--- src/rtl/stopwatch_pkg.sv ---
// stopwatch_pkg: shared moduli, field widths and time record for the stopwatch blocks.
package stopwatch_pkg;
  localparam int TICK_HZ  = 100;
  localparam int MSEC_MAX = 100;
  localparam int SEC_MAX  = 60;
  localparam int MIN_MAX  = 60;
  localparam int HOUR_MAX = 24;
  localparam int MSEC_W   = 7;
  localparam int SEC_W    = 6;
  localparam int MIN_W    = 6;
  localparam int HOUR_W   = 5;
  typedef struct packed {
    logic [HOUR_W-1:0] hour;
    logic [MIN_W-1:0]  min;
    logic [SEC_W-1:0]  sec;
    logic [MSEC_W-1:0] msec;
  } time_t;
endpackage

--- src/rtl/stopwatch_tick_gen.sv ---
// stopwatch_tick_gen: run/clear-gated clock divider producing the centisecond advance strobe.
module stopwatch_tick_gen #(
  parameter int CLK_FREQ_HZ = 100_000_000,
  parameter int TICK_HZ     = stopwatch_pkg::TICK_HZ
)(
  input  logic clk,
  input  logic rst,
  input  logic i_run,
  input  logic i_clear,
  output logic o_adv,
  output logic o_tick
);
  localparam int DIV = CLK_FREQ_HZ / TICK_HZ;
  localparam int DW  = $clog2(DIV);
  if (DIV < 2 || DIV * TICK_HZ != CLK_FREQ_HZ) begin : g_bad_div
    $error("stopwatch_tick_gen: CLK_FREQ_HZ/TICK_HZ must be an integer >= 2");
  end
  logic [DW-1:0] r_div;
  // o_adv is the edge on which the counters step; o_tick is its registered echo
  assign o_adv = i_run && !i_clear && r_div == DW'(DIV - 1);
  always_ff @(posedge clk) begin
    if (rst || i_clear) begin
      r_div  <= '0;
      o_tick <= 1'b0;
    end else begin
      o_tick <= o_adv;
      r_div  <= o_adv ? '0 : i_run ? r_div + 1'b1 : r_div;
    end
  end
endmodule

--- src/rtl/stopwatch_dp.sv ---
// stopwatch_dp: 100 Hz divider feeding a single-edge cascade of msec/sec/min/hour counters.
module stopwatch_dp #(
  parameter int CLK_FREQ_HZ = 100_000_000,
  parameter int TICK_HZ     = stopwatch_pkg::TICK_HZ,
  parameter int MSEC_MAX    = stopwatch_pkg::MSEC_MAX,
  parameter int SEC_MAX     = stopwatch_pkg::SEC_MAX,
  parameter int MIN_MAX     = stopwatch_pkg::MIN_MAX,
  parameter int HOUR_MAX    = stopwatch_pkg::HOUR_MAX
)(
  input  logic                            clk,
  input  logic                            rst,
  input  logic                            i_runstop,
  input  logic                            i_clear,
  output logic [stopwatch_pkg::MSEC_W-1:0] o_msec,
  output logic [stopwatch_pkg::SEC_W-1:0]  o_sec,
  output logic [stopwatch_pkg::MIN_W-1:0]  o_min,
  output logic [stopwatch_pkg::HOUR_W-1:0] o_hour,
  output logic                            o_tick
);
  import stopwatch_pkg::*;
  if (MSEC_MAX > 2**MSEC_W || SEC_MAX > 2**SEC_W || MIN_MAX > 2**MIN_W || HOUR_MAX > 2**HOUR_W) begin : g_bad_mod
    $error("stopwatch_dp: modulus exceeds field width");
  end
  logic  w_adv;
  logic  w_ms_wrap;
  logic  w_s_wrap;
  logic  w_m_wrap;
  logic  w_h_wrap;
  time_t r_t;
  stopwatch_tick_gen #(
    .CLK_FREQ_HZ(CLK_FREQ_HZ),
    .TICK_HZ    (TICK_HZ)
  ) u_tick (
    .clk    (clk),
    .rst    (rst),
    .i_run  (i_runstop),
    .i_clear(i_clear),
    .o_adv  (w_adv),
    .o_tick (o_tick)
  );
  assign w_ms_wrap = r_t.msec == MSEC_W'(MSEC_MAX - 1);
  assign w_s_wrap  = r_t.sec  == SEC_W'(SEC_MAX - 1);
  assign w_m_wrap  = r_t.min  == MIN_W'(MIN_MAX - 1);
  assign w_h_wrap  = r_t.hour == HOUR_W'(HOUR_MAX - 1);
  // carries decode the current values, so a full rollover lands on one edge
  always_ff @(posedge clk) begin
    if (rst || i_clear) r_t <= '0;
    else if (w_adv) begin
      r_t.msec <= w_ms_wrap ? '0 : r_t.msec + 1'b1;
      if (w_ms_wrap) r_t.sec <= w_s_wrap ? '0 : r_t.sec + 1'b1;
      if (w_ms_wrap && w_s_wrap) r_t.min <= w_m_wrap ? '0 : r_t.min + 1'b1;
      if (w_ms_wrap && w_s_wrap && w_m_wrap) r_t.hour <= w_h_wrap ? '0 : r_t.hour + 1'b1;
    end
  end
  assign o_msec = r_t.msec;
  assign o_sec  = r_t.sec;
  assign o_min  = r_t.min;
  assign o_hour = r_t.hour;
endmodule

--- config.mk ---
export PLATFORM = sky130hd
export DESIGN_NAME = stopwatch_dp
export DESIGN_NICKNAME = d
export VERILOG_FILES = /design/src/rtl/stopwatch_pkg.sv /design/src/rtl/stopwatch_tick_gen.sv /design/src/rtl/stopwatch_dp.sv
export SDC_FILE = /design/constraint.sdc
export NUM_CORES = 1
export LEC_CHECK = 0
export BUFFER_PORTS_ARGS = -buffer_cell sky130_fd_sc_hd__buf_2
export CORE_MARGIN = 1
export CORE_UTILIZATION = 52
export DETAILED_ROUTE_END_ITERATION = 12
export PLACE_DENSITY = 0.76
export SLEW_MARGIN = 20
export SYNTH_ARGS = -nofsm -noshare
export SYNTH_HDL_FRONTEND = slang
export SYNTH_SLANG_ARGS = --single-unit
--- constraint.sdc ---
create_clock -name clk -period 1.7 [get_ports clk]
set_input_delay 0.17 -clock clk [delete_from_list [all_inputs] [get_ports clk]]
set_output_delay 0.17 -clock clk [all_outputs]
set_load 0.005 [all_outputs]
Word level (Yosys, flattened, before mapping)
Index checks and enable logic that the tools add are counted.
{ "classes": {"addsub": 5, "eq_ne": 5, "n_mux": 4, "reduce_logical": 10} }
{ "op_table": {"columns": ["op", "count"], "rows": [
  ["20-bit by 1-bit adder with 20-bit output (second input constant)", 1],
  ["20-bit == test (second input constant)", 1],
  ["6-bit by 1-bit adder with 6-bit output (second input constant)", 2],
  ["6-bit == test (second input constant)", 2],
  ["6-bit two-way mux", 2],
  ["7-bit by 1-bit adder with 7-bit output (second input constant)", 1],
  ["7-bit == test (second input constant)", 1],
  ["7-bit two-way mux", 1],
  ["2-bit AND reduction", 3],
  ["5-bit by 1-bit adder with 5-bit output (second input constant)", 1],
  ["5-bit == test (second input constant)", 1],
  ["5-bit two-way mux", 1],
  ["1-bit logical AND", 4],
  ["2-bit OR reduction", 1],
  ["1-bit zero test", 1],
  ["1-bit logical OR", 1]
]} }
{ "word_totals": {"ff_bits": 45, "inputBits": 4, "word_cells": 30} }

Longest topological paths before layout
{ "depth": {"depth_word": 4, "ltp_mapped": 7} }

By module
Synthesis repeated with hierarchy kept, for this count alone.
{ "unflattened": {"hier_cells": 247, "area_unflattened_um2": 2144.6} }
{ "modules_own_cells": {"columns": ["mod", "n_inst", "cells_per_inst", "area_each_um2"], "rows": [
  ["stopwatch_dp", 1, 135, 1164.9],
  ["stopwatch_tick_gen", 1, 112, 979.7]
]} }

Worst setup path before layout
OpenSTA, ideal clock, no wires.
{ "synth_path": {"path_type": "reg-to-reg", "startpoint": "reg r_t, in the netlist o_sec[0]", "endpoint": "reg r_t, in the netlist o_hour[2]", "setup_ns": 0.118, "arrival_time_ns": 1.814, "required_ns": 1.582, "setup_slack_ns": -0.232, "stages_incl_launch_ff": 6, "n_path_buf": 0, "period_less_slack_ns": 1.932, "cell_sequence": "dfxtp_1 -> ha_1 -> inv_1 -> or4_1 -> or4_4 -> mux2i_1"} }
{ "synth_between": {"elab_chain_len": 4} }
{ "synth_lines": {"columns": ["item", "line", "text"], "rows": [
  ["start: declaration", "stopwatch_dp.sv:29", "time_t r_t;"],
  ["6-bit == test", "stopwatch_dp.sv:42", "assign w_s_wrap = r_t.sec == SEC_W'(SEC_MAX - 1);"],
  ["1-bit logical AND (2 in a row)", "stopwatch_dp.sv:52", "if (w_ms_wrap && w_s_wrap && w_m_wrap) r_t.hour <= w_h_wrap ? '0 : r_t.hour + 1'b1;"],
  ["2-bit AND reduction (no source line)", null, null]
]} }
Every way passes these cells.
A chain may end at the register's enable or synchronous reset.

Worst setup path in the final report
{ "layout_path": {"startpoint": "reg r_t, in the netlist o_msec[1]", "endpoint": "reg r_t, in the netlist o_sec[0]"} }
{ "layout_between": {"elab_chain_len": 2} }
{ "layout_lines": {"columns": ["item", "line", "text"], "rows": [
  ["7-bit == test", "stopwatch_dp.sv:41", "assign w_ms_wrap = r_t.msec == MSEC_W'(MSEC_MAX - 1);"],
  ["2-bit AND reduction (no source line)", null, null]
]} }
Every way passes these cells.

==> out/metrics.json <==
{
  "grt": {
    "initial_antenna_violation_count": 0,
    "grt_usage": 0.303,
    "vias_in_the_first_global_route": 2423,
    "gr-total-overflow": 0,
    "grt_pass1_wl_um": 10600,
    "pin_count_of_the_biggest_net_entering_global_routing": 21
  },
  "place": {
    "placed_area_um2": 3100,
    "dp.final_hpwl_um": 4660,
    "buffer_ports.inserted": 28,
    "place.gp.congestion": 0.882
  },
  "routing": {
    "route.detailed.vias_per_inst": 6.05,
    "routedWlPerCell_um": 16.8,
    "detail_route.first_pass.iterations": 5,
    "detailedRoute.firstIterationViolations": 219,
    "drc": 0,
    "vias": 2570,
    "wirelength_um": 7130,
    "drtAntennaViolNets": 0
  },
  "synthesis": {
    "synth_cells": 270,
    "synthFlopType": "sky130_fd_sc_hd__dfxtp_1",
    "yosysSeqAreaShare": 0.391,
    "postSynthNetCount": 279,
    "synth-edff-count": 0,
    "synth_async_sr_flop_share": 0,
    "synth.yosys.warnings": 0,
    "synth_cell_type_count": 47,
    "synth_area_per_cell_um2": 8.53,
    "synth.ff_latch_count": 45,
    "synth_area_um2": 2300
  },
  "floorplan": {
    "io_pins": 29,
    "die_area_um2": 4700,
    "core_area_um2": 4120,
    "chipHeight_um": 68.5,
    "chipWidth_um": 68.5,
    "start_util": 0.559,
    "std_cell_rows": 23
  },
  "sta": {
    "final_critical_path_setup_slack_ns": -0.208,
    "max_slew.worst_pin.slew_ns": 0.472,
    "finalHoldViolations": 0,
    "finalCritPeriodShare": 1.12,
    "maxSlewViolCount": 0,
    "max_clock_freq_ghz": 0.524,
    "setup_viol": 17,
    "rsz_0062_raised_after_global_routing": "yes",
    "slew_limit_headroom": 0.684,
    "time_the_worst_path_needs_with_i_o_delays_and_setup_ns": 1.91,
    "finClkSkew_ns": 0.00995
  },
  "status": {
    "violations_in_the_final_reports": "negative setup slack",
    "run_status": "complete, but fails checks"
  },
  "setup_path": {
    "endpoint_kind": "flip-flop",
    "r2r_slack_ns": -0.21,
    "ff2ff_path_depth": 5,
    "slowest_library_cell_on_the_worst_path": "sky130_fd_sc_hd__or4_4",
    "worstPathMaxFanout": 6,
    "critical_path_class": "reg -> reg",
    "r2r-start": "o_msec[1]",
    "worstPathRequired_ns": 1.91,
    "cp_data_arrival_time_ns": 2.12,
    "critical-path-max-stage-delay_ns": 0.58,
    "chain_of_cells_forming_the_critical_path": "ha_4, nand2b_4, or4_4, or4_1, a21oi_1",
    "rr_endpoint": "o_sec[0]",
    "critical_path.startpoint_type": "flip-flop"
  },
  "finish": {
    "n_fill_cell": 238,
    "n_antenna_cell": 0,
    "seq_area_um2": 931,
    "final_layout_size_suffix_gt1_frac": 0.448,
    "fin_nets": 384,
    "finalInstanceArea_um2": 3490,
    "multiInputGateArea_um2": 1590,
    "layout-area-overhead-vs-synth_pct": 51.5,
    "fin_util": 0.847
  },
  "clocking": {
    "worstSkewPairLatency_ns": 0.30,
    "cts_tree": "built",
    "numClockSinks": 45,
    "cts-root-buf": "sky130_fd_sc_hd__clkbuf_8",
    "cts.hold.buffers_added": 0,
    "clk_transition_reported_paths_ns": 0.09,
    "cts.path.max_buffers": 2,
    "htree_num_levels": 2,
    "tritoncts_buffer_count": 5
  },
  "min_path": {
    "worstHoldEndpoint": "o_hour[2]",
    "worstHoldPathCells": 3,
    "hold_path_class": "in -> reg",
    "worstHoldStart": "rst"
  },
  "power": {
    "standby_leakage_power_nw": 1.46,
    "power_density_nw_per_um2": 503,
    "max-vdd-ir-drop_v": 0.000419
  },
  "job": {
    "cap_violations": 0
  }
}
-- critical path: cells and delay by family, from the launching register on --
| kind | cells | cell delay (ns) |
|---|---|---|
| AND/OR/NAND/NOR | 3 | 1.14 |
| flip-flops | 1 | 0.37 |
| AO/OA/AOI/OAI | 1 | 0.18 |
| adder cells (fa/ha/maj) | 1 | 0.15 |
-- how the worst max path moves through the flow --
stage / start / endpoint / slack (ns)
floorplan: u_tick.r_div[1] / o_hour[2] / -0.1
CTS: o_min[1] / o_hour[4] / -0.15
global route: o_msec[1] / o_sec[0] / -0.25
global placement: u_tick.r_div[14] / o_msec[3] / -0.16
detailed placement: u_tick.r_div[1] / o_hour[4] / -0.19
finish: o_msec[1] / o_sec[0] / -0.21
-- synth_stat cells, drive strengths merged, types with 5 or more instances --
library cell,number,area [µm²]
nand3,17,85.1
xor2,7,61.3
dfxtp,45,901
or4,6,52.6
ha,5,62.6
a21oi,12,60.1
clkbuf,9,33.8
o21ai,15,75.1
nor4,6,50.0
mux2i,9,90.1
or3,11,68.8
nand2,28,105
nand4,10,68.8
nor2,25,93.8
nor3,9,55.1
-- timing repair --
action	in CTS	in global routing
setup endpoints to repair	40	41
resized for setup	24	29
setup buffers	4	4
pin swaps	12	16
-- report_power, final --
part           internal (mW)  switching [mW]  total (mW)  leakage, nW
sequential              1.05         0.00151        1.05        0.372
combinational         0.0250          0.0381      0.0631         1.04
clock                  0.280           0.359       0.639       0.0410
-- cell type report --
class                      instances  share of cell area
multi-input combinational        209               0.455
sequential                        45               0.267
timing repair buffer             110               0.233
clock buffer                       6              0.0208
tap                               50              0.0179
inverter                           4             0.00431
clock inverter                     1             0.00144
-- placed cells by master, fill, tap and decap left out, types with 10 or more instances in the layout --
cell type,Yosys,final
sky130_fd_sc_hd__buf_4,1,70
sky130_fd_sc_hd__nand3_1,17,17
sky130_fd_sc_hd__dfxtp_2,0,12
sky130_fd_sc_hd__dfxtp_1,45,29
sky130_fd_sc_hd__nor2_1,25,24
sky130_fd_sc_hd__buf_6,0,10
sky130_fd_sc_hd__a21oi_1,12,11
sky130_fd_sc_hd__o21ai_0,15,13
sky130_fd_sc_hd__nand2_1,28,27
sky130_fd_sc_hd__buf_2,2,28
-- stage by stage --
step	hold slack [ns]	instances	setup TNS, ns	worst slack (ns)	power (mW)
6_report	0.173	425	-1.68	-0.208	1.75
5_1_grt	0.174	425	-3.66	-0.254	1.81
4_1_cts	0.151	421	-1.44	-0.147	1.75
3_5_place_dp	0.470	410	-3.26	-0.195	1.14
3_3_place_gp	0.472	410	-3.21	-0.159	1.13
2_1_floorplan	0.346	270	-0.790	-0.0979	1.11
-- cells by family after synthesis --
logic type                 Yosys count  synth area share
and+or+nand+nor                    135             0.330
AOI/OAI and AO/OA                   49             0.142
DFF                                 45             0.391
buffers and inverters               16            0.0288
xor gates and xnor gates            11            0.0418
muxes                                9            0.0391
adders and majority gates            5            0.0272
-- registers in the layout, summed over array words and instances, names as in the netlist --
signal	count
u_tick.r_div	20
o_msec	7
o_min	6
o_sec	6
o_hour	5
u_tick.o_tick	1
-- metal layers --
| layer | wire length (µm) | vias to the layer above | GRT usage |
|---|---|---|---|
| met2 | 3610 | 104 | 0.554 |
| li1 | - | 1218 | - |
| met4 | 204 | 0 | 0.143 |
| met1 | 2930 | 1222 | 0.333 |
| met5 | 0 | - | 0 |
| met3 | 379 | 26 | 0.0609 |
Note: power is estimated with default switching activity, not from simulation.
